--- src/rtl/textlcd_monitor.sv ---
// rtl/textlcd_monitor.sv - receive-side HD44780-style LCD write-bus model
// Mirrors a 2x16 DDRAM image and mode flags from sampled lcd_e/rs/rw/data.
module textlcd_monitor #(
  parameter int          CLR_CYC = 16,
  parameter logic [7:0]  BLANK   = 8'h20
) (
  input  logic         clk,
  input  logic         rst,
  input  logic         lcd_e,
  input  logic         lcd_rs,
  input  logic         lcd_rw,
  input  logic [7:0]   lcd_data,
  output logic [127:0] line1,
  output logic [127:0] line2,
  output logic [6:0]   ac,
  output logic         disp_on,
  output logic         cursor_on,
  output logic         blink_on,
  output logic         inc,
  output logic         shift,
  output logic         two_line,
  output logic         font5x10,
  output logic         bus8,
  output logic         busy,
  output logic         err_ovr,
  output logic         err_addr
);

  localparam int CW = (CLR_CYC > 1) ? $clog2(CLR_CYC) : 1;

  typedef enum logic {IDLE, BUSY} state_t;

  state_t          state_q, state_d;
  logic [CW-1:0]   cnt_q, cnt_d;
  logic            e_d1_q, e_d2_q, rs_d1_q, rw_d1_q;
  logic [7:0]      dat_d1_q;
  logic [127:0]    line1_q, line1_d, line2_q, line2_d;
  logic [6:0]      ac_q, ac_d;
  logic            disp_on_q, disp_on_d, cursor_on_q, cursor_on_d, blink_on_q, blink_on_d;
  logic            inc_q, inc_d, shift_q, shift_d;
  logic            two_line_q, two_line_d, font5x10_q, font5x10_d, bus8_q, bus8_d;
  logic            err_ovr_q, err_ovr_d, err_addr_q, err_addr_d;
  logic            strobe;

  // The two visible DDRAM windows are 0x00-0x27 and 0x40-0x67; ac walks them as one ring.
  function automatic logic [6:0] ac_step(input logic [6:0] a, input logic up);
    if (up) begin
      if (a == 7'h27)      return 7'h40;
      else if (a == 7'h67) return 7'h00;
      else                 return a + 7'd1;
    end else begin
      if (a == 7'h00)      return 7'h67;
      else if (a == 7'h40) return 7'h27;
      else                 return a - 7'd1;
    end
  endfunction

  function automatic logic addr_ok(input logic [6:0] a);
    return (a <= 7'h27) || ((a >= 7'h40) && (a <= 7'h67));
  endfunction

  always_comb begin
    state_d     = state_q;
    cnt_d       = cnt_q;
    line1_d     = line1_q;
    line2_d     = line2_q;
    ac_d        = ac_q;
    disp_on_d   = disp_on_q;
    cursor_on_d = cursor_on_q;
    blink_on_d  = blink_on_q;
    inc_d       = inc_q;
    shift_d     = shift_q;
    two_line_d  = two_line_q;
    font5x10_d  = font5x10_q;
    bus8_d      = bus8_q;
    err_ovr_d   = 1'b0;
    err_addr_d  = 1'b0;
    strobe      = e_d1_q & ~e_d2_q & ~rw_d1_q;

    case (state_q)
      IDLE: begin
        if (strobe) begin
          if (rs_d1_q) begin
            for (int i = 0; i < 16; i++) begin
              if (ac_q[3:0] == 4'(i)) begin
                if (ac_q[6:4] == 3'b000)      line1_d[8*(15-i) +: 8] = dat_d1_q;
                else if (ac_q[6:4] == 3'b100) line2_d[8*(15-i) +: 8] = dat_d1_q;
              end
            end
            ac_d = ac_step(ac_q, inc_q);
          end else begin
            casez (dat_d1_q)
              8'b1???????: begin
                if (addr_ok(dat_d1_q[6:0])) ac_d = dat_d1_q[6:0];
                else                        err_addr_d = 1'b1;
              end
              8'b01??????: ;
              8'b001?????: begin
                bus8_d     = dat_d1_q[4];
                two_line_d = dat_d1_q[3];
                font5x10_d = dat_d1_q[2];
              end
              8'b0001????: begin
                if (!dat_d1_q[3]) ac_d = ac_step(ac_q, dat_d1_q[2]);
              end
              8'b00001???: begin
                disp_on_d   = dat_d1_q[2];
                cursor_on_d = dat_d1_q[1];
                blink_on_d  = dat_d1_q[0];
              end
              8'b000001??: begin
                inc_d   = dat_d1_q[1];
                shift_d = dat_d1_q[0];
              end
              8'b0000001?: begin
                ac_d    = 7'h00;
                state_d = BUSY;
                cnt_d   = CW'(CLR_CYC - 1);
              end
              8'b00000001: begin
                line1_d = {16{BLANK}};
                line2_d = {16{BLANK}};
                ac_d    = 7'h00;
                inc_d   = 1'b1;
                state_d = BUSY;
                cnt_d   = CW'(CLR_CYC - 1);
              end
              default: ;
            endcase
          end
        end
      end
      BUSY: begin
        if (strobe) err_ovr_d = 1'b1;
        if (cnt_q == '0) state_d = IDLE;
        else             cnt_d   = cnt_q - CW'(1);
      end
      default: state_d = IDLE;
    endcase
  end

  always_ff @(posedge clk) begin
    if (rst) begin
      state_q     <= IDLE;
      cnt_q       <= '0;
      e_d1_q      <= 1'b0;
      e_d2_q      <= 1'b0;
      rs_d1_q     <= 1'b0;
      rw_d1_q     <= 1'b0;
      dat_d1_q    <= 8'h00;
      line1_q     <= {16{BLANK}};
      line2_q     <= {16{BLANK}};
      ac_q        <= 7'h00;
      disp_on_q   <= 1'b0;
      cursor_on_q <= 1'b0;
      blink_on_q  <= 1'b0;
      inc_q       <= 1'b1;
      shift_q     <= 1'b0;
      two_line_q  <= 1'b0;
      font5x10_q  <= 1'b0;
      bus8_q      <= 1'b0;
      err_ovr_q   <= 1'b0;
      err_addr_q  <= 1'b0;
    end else begin
      state_q     <= state_d;
      cnt_q       <= cnt_d;
      e_d1_q      <= lcd_e;
      e_d2_q      <= e_d1_q;
      rs_d1_q     <= lcd_rs;
      rw_d1_q     <= lcd_rw;
      dat_d1_q    <= lcd_data;
      line1_q     <= line1_d;
      line2_q     <= line2_d;
      ac_q        <= ac_d;
      disp_on_q   <= disp_on_d;
      cursor_on_q <= cursor_on_d;
      blink_on_q  <= blink_on_d;
      inc_q       <= inc_d;
      shift_q     <= shift_d;
      two_line_q  <= two_line_d;
      font5x10_q  <= font5x10_d;
      bus8_q      <= bus8_d;
      err_ovr_q   <= err_ovr_d;
      err_addr_q  <= err_addr_d;
    end
  end

  assign line1     = line1_q;
  assign line2     = line2_q;
  assign ac        = ac_q;
  assign disp_on   = disp_on_q;
  assign cursor_on = cursor_on_q;
  assign blink_on  = blink_on_q;
  assign inc       = inc_q;
  assign shift     = shift_q;
  assign two_line  = two_line_q;
  assign font5x10  = font5x10_q;
  assign bus8      = bus8_q;
  assign busy      = (state_q == BUSY);
  assign err_ovr   = err_ovr_q;
  assign err_addr  = err_addr_q;

endmodule

--- config.mk ---
export PLATFORM = sky130hd
export DESIGN_NAME = textlcd_monitor
export DESIGN_NICKNAME = d
export VERILOG_FILES = /design/src/rtl/textlcd_monitor.sv
export SDC_FILE = /design/constraint.sdc
export NUM_CORES = 1
export LEC_CHECK = 0
export ABC_AREA = 1
export BUFFER_PORTS_ARGS = -buffer_cell sky130_fd_sc_hd__buf_2
export CORE_MARGIN = 2
export CORE_UTILIZATION = 40
export DETAILED_ROUTE_END_ITERATION = 6
export PLACE_DENSITY = 0.74
export SETUP_SLACK_MARGIN = 0.5
export SLEW_MARGIN = 20
export SYNTH_ARGS = -nofsm -noshare
export SYNTH_HDL_FRONTEND = slang
export SYNTH_SLANG_ARGS = --single-unit
--- constraint.sdc ---
create_clock -name clk -period 5.3 [get_ports clk]
set_clock_uncertainty 0.2 [all_clocks]
set_input_delay 0 -clock clk [delete_from_list [all_inputs] [get_ports clk]]
set_output_delay 0 -clock clk [all_outputs]
set_load 0.01 [all_outputs]
==> metrics.md <==
| Metric | Value |
|---|---|
| Synth Instances | `1459` |
| Pins Over Slew Limit | `0` |
| Total GRT Usage | `0.223` |
| Layout area overhead | `23.1%` |
| Setup CP Type | `flip-flop to flip-flop` |
| Crit end category | `flip-flop` |
| Worst slew pin tran | `1.10 ns` |
| Peak Freq | `331 MHz` |
| Syn_nets | `1477` |
| Clk network pwr share | `0.429` |
| Worst EP required | `5.51 ns` |
| GPL Wtd Cong | `0.882` |
| Outcome | `complete, no violations` |
| IO Pins | `287` |
| FF+latch area | `0.00581 mm2` |
| Post-Synthesis Cell Area | `0.0113 mm2` |
| VDD IR max | `0.000215 V` |
| ANT nets after route | `0` |
| Worst hold path type | `primary input to flip-flop` |
| Crit start category | `flip-flop` |
| First-pass GRT wire length | `52100 um` |
| Final setup vio count | `0` |
| DRT iter0 DRCs | `583` |
| Die area | `0.0297 mm2` |
| Post-CTS setup buffers | `0` |
| Remaining Overflow, GRT | `0` |
| Most frequent cells in the layout | `290 x dfxtp_1, 286 x buf_2, 237 x nand2_1` |
| CP arrival | `3.24 ns` |
| Internal | `3.47 mW` |
| Final hold violation count | `0` |
| Layout cells sized above 1 | `0.239` |
| Post-DR wirelength/cell | `16.4 um` |
| Die height | `172 um` |
| Port bufs | `286` |
| Clk_lat worst skew | `0.54 ns` |
| Most used DFF post-synth | `dfxtp_1` |
| RSZ-0062 raised after global routing | `false` |
| Clock transition at path regs | `0.06 ns` |
| Unique masters post-synth | `35` |
| Total CTS buffers | `29` |
| Syn. warnings | `0` |
| DR DRC count | `0` |
| Via count | `10.4k` |
| Clock sink count | `290` |
| Filler cells | `2709` |
| Period minus WS final | `3.02 ns` |
| Sw frac | `0.247` |
| Synth Register Bits | `290` |
| Seq/Total Area, Yosys | `0.512` |
| CTS H-tree lvls | `1` |
| Number of synthesized flops with an enable pin | `0` |
| Final #Nets | `1730` |
| Pin count of the biggest net entering global routing | `117` |
| Util after Layout | `0.501` |
| Comb power frac | `0.079` |
| Number of diodes | `0` |
| Crit share post-route | `0.571` |
| FP Rows | `61` |
| Synth async-reset ratio | `0` |
| Clock buffer depth | `3` |
| Setup TNS | `0 ns` |
| Critical Path Fanout Max | `23` |
| Total leakage power | `6.22 nW` |
| Area of the multi-input gates | `0.00435 mm2` |
| Routed WL | `34600 um` |
| CTS tree | `built` |
| Core region area | `0.0279 mm2` |
| Pre-Repair DR Iteration Count | `6` |
| Vias in the first global route | `9503` |
| DR vias/cell | `4.90` |
| Power Density | `330 mW/mm2` |
| Most common cell after layout, fill and taps aside | `dfxtp_1` |
| Max Cap Viol | `0` |
| Flop pwr share | `0.491` |
| NetSw | `1.14 mW` |
| Avg Inst Size Synth | `7.77 um2` |
| Initial antenna violation count | `0` |
| Relative slew margins | `0.268` |
| Initial Util | `0.407` |
| CTS resizes | `0` |
| CTS Root Buffer Type | `clkbuf_16` |
| DP Wirelength | `22800 um` |
| Die X | `172 um` |
[cell families (layout without fill, tap and decap cells)]
| group | Yosys count | count (layout) | synth area share |
|---|---|---|---|
| and+or+nand+nor | 425 | 425 | 0.166 |
| DFF | 290 | 290 | 0.512 |
| buffers and inverters | 289 | 565 | 0.105 |
| xor gates and xnor gates | 3 | 3 | 0.00232 |
| AOI/OAI and AO/OA | 447 | 447 | 0.209 |
| adders and majority gates | 5 | 5 | 0.00552 |
[state kept, by name, indices dropped and copies added (netlist names), 4 cells and up]
| name | flops |
|---|---|
| line2 | 128 |
| ac | 7 |
| dat_d1_q | 8 |
| cnt_q | 4 |
| line1 | 128 |
[worst paths after layout]
| path | startpoint | depth (start not counted) | slack (ns) | end |
|---|---|---|---|---|
| max | dat_d1_q[2] | 8 | 2.28 | line1[42] |
| min | lcd_data[3] | 4 | 0.01 | dat_d1_q[3] |
| max reg2reg | dat_d1_q[2] | 8 | 2.28 | line1[42] |
| min reg2reg | e_d1_q | 2 | 0.23 | e_d2_q |
[power groups by stage]
stage	registers (mW)	logic (mW)	clock network, mW
finish	2.26	0.364	1.98
global route	2.27	0.407	2.09
CTS	2.26	0.365	2.01
detailed placement	2.31	0.355	0
global placement	2.31	0.352	0
floorplan	2.32	0.225	0
[Yosys cell counts (4+ instances only)]
cell	number	area share
clkinv_1	5	0.0017
buf_6	9	0.0089
nand2_4	8	0.0079
buf_4	4	0.0026
buf_2	19	0.0084
a21oi_1	234	0.10
clkbuf_1	55	0.018
a21oi_2	4	0.0031
o21ai_0	106	0.047
nand3_1	74	0.033
nand2_1	237	0.078
dfxtp_1	290	0.51
ha_1	5	0.0055
nor2_4	6	0.0060
o211ai_1	32	0.021
nor2_1	68	0.023
inv_2	20	0.0066
inv_1	174	0.058
nor2_2	7	0.0039
nand2_2	15	0.0083
o21ai_1	62	0.027
[critical path: stages (launching register included)]
cell     delay [ns]
dfxtp_1        0.42
inv_2          0.17
nand4_1        0.17
nor2_4         0.18
nor2_4         0.06
nor2_4         0.75
nand2_1        0.53
o21ai_0        0.33
a21oi_1        0.07
[timing repair]
action / 4_1_cts / 5_1_grt
hold buffers: 16 / 0
setup endpoints to repair: 0 / 0
hold endpoints to repair: 96 / 0
[layer usage]
layer,wire (um),global-route usage,vias up
met3,2780,0.0554,64
met2,15800,0.361,348
met5,0,0,-
met1,15000,0.290,4700
li1,-,-,5242
met4,1050,0.0767,0
[stage by stage]
step | instance area (um2) | hold slack [ns] | std cells | setup WS [ns] | power [mW]
floorplan | 11300 | -0.0930 | 1459 | 3.39 | 2.55
global placement | 12900 | 0.00130 | 2043 | 2.36 | 2.66
global route | 14000 | 0.0345 | 2113 | 1.97 | 4.77
CTS | 14000 | 0.000344 | 2113 | 2.25 | 4.64
detailed placement | 12900 | 0.00842 | 2043 | 2.26 | 2.67
finish | 14000 | 0.0133 | 2113 | 2.28 | 4.61
[cell type report]
class | instances | share of cell area
Multi-Input combinational cell | 880 | 0.312
Clock buffer | 41 | 0.0588
Tap cell | 378 | 0.0339
Timing Repair Buffer | 311 | 0.119
Sequential cell | 290 | 0.416
Clock inverter | 13 | 0.00726
Inverter | 200 | 0.0541
(Power assumes the default switching activity.)
